## config.mk

```make
export PLATFORM = sky130hd
export DESIGN_NAME = arbitro_rr_4x1
export DESIGN_NICKNAME = d
export VERILOG_FILES = /design/src/rtl/arbitro_rr_4x1.sv
export SDC_FILE = /design/constraint.sdc
export NUM_CORES = 1
export LEC_CHECK = 0
export CAP_MARGIN = 20
export CORE_MARGIN = 2
export CORE_UTILIZATION = 35
export CTS_CLUSTER_SIZE = 24
export DETAILED_ROUTE_END_ITERATION = 16
export PLACE_DENSITY_LB_ADDON = 0.25
export SYNTH_ARGS = -nofsm -noshare
export SYNTH_HDL_FRONTEND = slang
export SYNTH_SLANG_ARGS = --single-unit
```

## constraint.sdc

```tcl
create_clock -name clk -period 1.9 [get_ports clk]
set_clock_uncertainty 0.05 [all_clocks]
set_input_delay 0.38 -clock clk [delete_from_list [all_inputs] [get_ports clk]]
set_output_delay 0.38 -clock clk [all_outputs]
set_load 0.03 [all_outputs]
```

## src/rtl/arbitro_rr_4x1.sv

```systemverilog
// Four-input round-robin burst arbiter that pops input FIFOs into one downstream FIFO.
// Optional ARB_STRICT_PRIO_EN gives queue 0 absolute priority; the source index port is
// src_class because "class" is a reserved word in SystemVerilog.
module arbitro_rr_4x1 #(
  parameter int BURST_LEN = 4
) (
  input  logic       clk,
  input  logic       reset_L,
  input  logic [3:0] FIFO_empty,
  input  logic       Almost_full,
  output logic [3:0] Pop,
  output logic       Push,
  output logic [1:0] src_class
);

  typedef enum logic [0:0] {
    IDLE  = 1'b0,
    SERVE = 1'b1
  } state_t;

  localparam logic [2:0] LAST_CNT = 3'(BURST_LEN - 1);

  state_t     state_r, state_nx_s;
  logic [1:0] cur_r, cur_nx_s;
  logic [1:0] ptr_r, ptr_nx_s;
  logic [2:0] cnt_r, cnt_nx_s;
  logic       push_r;
  logic [1:0] class_r;
  logic [1:0] rr_sel_s;
  logic [1:0] sel_s;
  logic [1:0] cand_s;
  logic       pop_en_s;

  // Round-robin pick: scan downwards so the lowest offset from ptr wins.
  always_comb begin
    rr_sel_s = ptr_r;
    cand_s   = ptr_r;
    for (int i = 3; i >= 0; i--) begin
      cand_s   = ptr_r + 2'(i);
      rr_sel_s = FIFO_empty[cand_s] ? rr_sel_s : cand_s;
    end
`ifdef ARB_STRICT_PRIO_EN
    if (!FIFO_empty[0]) begin
      sel_s = 2'd0;
    end else begin
      sel_s = rr_sel_s;
    end
`else
    sel_s = rr_sel_s;
`endif
  end

  // Pop strobe and next-state logic of the arbitration FSM.
  always_comb begin
    state_nx_s = state_r;
    cur_nx_s   = cur_r;
    ptr_nx_s   = ptr_r;
    cnt_nx_s   = cnt_r;
    pop_en_s   = 1'b0;
    Pop        = 4'b0000;
    case (state_r)
      IDLE: begin
        if ((~&FIFO_empty) && !Almost_full) begin
          cur_nx_s   = sel_s;
          cnt_nx_s   = 3'd0;
          state_nx_s = SERVE;
        end else begin
          state_nx_s = IDLE;
        end
      end
      SERVE: begin
        // An empty granted queue ends the burst even while downstream is stalled.
        if (FIFO_empty[cur_r]) begin
          state_nx_s = IDLE;
          ptr_nx_s   = cur_r + 2'd1;
        end else if (Almost_full) begin
          state_nx_s = SERVE;
        end else begin
          pop_en_s = 1'b1;
          Pop      = 4'b0001 << cur_r;
          cnt_nx_s = cnt_r + 3'd1;
          if (cnt_r == LAST_CNT) begin
            state_nx_s = IDLE;
            ptr_nx_s   = cur_r + 2'd1;
          end else begin
            state_nx_s = SERVE;
          end
        end
      end
      default: begin
        state_nx_s = IDLE;
      end
    endcase
  end

  // FSM and arbitration registers.
  always_ff @(posedge clk or negedge reset_L) begin
    if (!reset_L) begin
      state_r <= IDLE;
      cur_r   <= 2'd0;
      ptr_r   <= 2'd0;
      cnt_r   <= 3'd0;
    end else begin
      state_r <= state_nx_s;
      cur_r   <= cur_nx_s;
      ptr_r   <= ptr_nx_s;
      cnt_r   <= cnt_nx_s;
    end
  end

  // Downstream write strobe and source tag, one cycle behind Pop.
  always_ff @(posedge clk or negedge reset_L) begin
    if (!reset_L) begin
      push_r  <= 1'b0;
      class_r <= 2'd0;
    end else begin
      push_r  <= pop_en_s;
      class_r <= pop_en_s ? cur_r : class_r;
    end
  end

  assign Push      = push_r;
  assign src_class = class_r;

endmodule
```

==> metrics.csv <==
metric;value;unit
endpoint_kind;primary output;
cts-buffers-inserted;3;
finalHoldViolations;0;
synth_nets;81;
post-route-drc-count;0;
synthTopCellsByCount;dfrtp_1 (11), nand2_1 (9), ha_1 (6);
grt_pass1_wl;2442;µm
synthCells;68;
die_y;48.02;µm
cts_tree;done;
clkTransAtPathRegs;80;ps
cellPowerDensity;1272;nW/µm²
grt_use_total;15.95;%
io_pins;14;
synth_edf_count;0;
wl_per_cell;12.29;µm
switching_share;39.41;%
synth.area.top_cells;dfrtp_1 (41%), ha_1 (11%), mux2i_1 (7.4%);
total_power;1305;µW
synth.largest_area_cell;dfrtp_1;
p_sw;514.4;µW
min_path_type;in -> async;
postRouteAntennaNets;0;
grt_setup_unrepaired;yes;
outcome;finished, violations left;
cts-root-buf;clkbuf_4;
insertion_delay;270;ps
syn-cell-area;678.2;µm²
initial_core_util;38.04;%
fp.dieArea;2305;µm²
via_per_inst;4.852;
clkPwrFrac;12.6;%
critPathRequiredTime;1470;ps
crit_type;reg -> out;
synth-main-ff-cell;dfrtp_1;
place.gp.congestion;0.8073;
whs;392.5;ps
fin_ws;-108.3;ps
yosysMostFrequentCell;dfrtp_1;
hpwl;1138;µm
violations;negative setup slack;
yosysTopAreaCellShare;40.59;%
dr_total_vias;621;
seq_area_frac_synth;40.59;%
path_buf_inv;1;
combinationalPowerShare;54.4;%
ys_types;22;
postSynthAreaPerCell;9.973;µm²
htree_levels;1;
synthArstFlopShare;100.0;%
worstPathArrival;1580;ps
dr.pass1.iters;4;
grt_start_max_net_pins;12;
p_int;790.7;µW
yosys_warnings;0;
seq_power_share;33.0;%
fmaxAchievable;0.4979;GHz
antenna_found_initial;0;
diodes;0;
rows;15;
fin_crit_sh;105.7;%
tightest_slew;510.0;ps
maxCapViolCount;0;
irDropWorstVdd;0.5053;mV
cp_top_family;flip-flops;
io_buffers;13;
cts_hold_buf;0;
gr-total-overflow;0;
drt-total-wl;1573;µm
setup_viol;6;
clk_path_buf_depth;2;
slew_headroom;65.89;%
yosys_register_bits;11;
grt_pass1_vias;588;
cts_sinks;11;
p_leak;0.0004885;µW
path_cells;mux2i_2, nand2_2, a21oi_4, and2_4, buf_6;
start_kind;register;
cp_slowest_stage_delay;410;ps
nets;117;
die_w;48.02;µm
crit_fanout;6;
crit_slowest_cell;dfrtp_2;
syn_to_final_growth;51.29;%
layout-drive-gt1-share;39.81;%
first_iter_violations;6;
core_area;1783;µm²
drv_slew;0;
fin_crit;2008;ps
totalNegativeSetupSlack;-625.1;ps
[power by group through the flow]
stage                     Combinational (µW)  Sequential (µW)  Clock (µW)
after global placement                   586              424           0
after global routing                     778              447         184
after detailed placement                 600              434           0
after floorplan                          335              464           0
after CTS                                689              430         171
final                                    710              431         164
[cell usage in the layout (no fill, tap or decap), types with 2 or more instances in the layout]
cell             count
nand2b_1             2
mux2_2               2
mux2i_1              3
buf_4               18
a21oi_1              3
clkdlybuf4s50_1      5
o21ai_0              4
nand2_1              7
ha_1                 6
dfrtp_1             10
inv_1                5
clkbuf_4             3
buf_6                4
mux2i_2              2
o22ai_1              2
nand2_2              2
nor2_1               3
and2_4               4
dlygate4sd2_1        4
nand3_1              2
[metal layers]
layer / track usage [%] / up-vias / part of all wire, %
li1: - / 305 / -
met3: 3.774 / 4 / 2.2
met5: 0 / - / 0
met1: 18.45 / 302 / 47
met2: 25.60 / 10 / 49
met4: 11.35 / 0 / 1.6
[worst paths after layout]
path | start | end | slack [ps] | depth (start not counted)
max | cur_r[0] | Pop[2] | -110 | 5
min in group clk | cnt_r[0] | cnt_r[0] | 450 | 1
min | reset_L | cnt_r[2] | 390 | 1
min reg2reg | cnt_r[0] | cnt_r[0] | 450 | 1
max in group asynchronous | reset_L | cur_r[0] | 1040 | 1
max reg2reg | cur_r[0] | ptr_r[1] | -100 | 10
[per-stage QoR]
step	cells	cell area (µm²)	worst slack, ps	util [%]
floorplan	68	678.2	141.8	-
global placement	117	912.1	-193.3	51.16
detailed placement	117	912.1	-222.0	51.16
CTS	127	1010	-124.1	56.63
global route	128	1026	-170.5	57.54
finish	128	1026	-108.3	57.54
[registers in the layout (all words and copies together) (netlist names)]
name,cells
cnt_r,3
cur_r,2
ptr_r,2
src_class,2
Push,1
state_r,1
[cell families (layout without fill, tap and decap cells)]
logic type / after synthesis / after routing / share of synthesized area [%]
multiplexers: 8 / 8 / 12.91
buffers and inverters: 5 / 40 / 2.768
AND/OR/NAND/NOR: 23 / 23 / 16.97
AO/OA/AOI/OAI: 15 / 15 / 15.68
flip-flops: 11 / 11 / 40.59
adder cells (fa/ha/maj): 6 / 6 / 11.07
[worst reg2reg max path, cell delays in order (launching register included)]
cell     delay [ps]
dfrtp_2         410
mux2i_2         290
buf_4           160
buf_4           100
buf_4           100
buf_4            90
buf_4            90
buf_4            90
nand3_1         100
nand3_2         100
mux2_2          330
[what timing repair did]
action                                  4_1_cts  5_1_grt
pin swaps                                     6        5
setup buffers                                 6        1
gates resized for setup                      15        3
endpoints found under the setup margin        4        6
[final cells by class]
type	count	area, µm²
Inverter	5	18.77
Timing Repair Buffer	31	265.3
Multi-Input combinational cell	52	406.6
Fill cell	167	757.0
Clock buffer	3	22.52
Sequential cell	11	276.5
Clock inverter	1	5.005
Tap cell	25	31.28
Note: power is estimated with default switching activity, not from simulation.
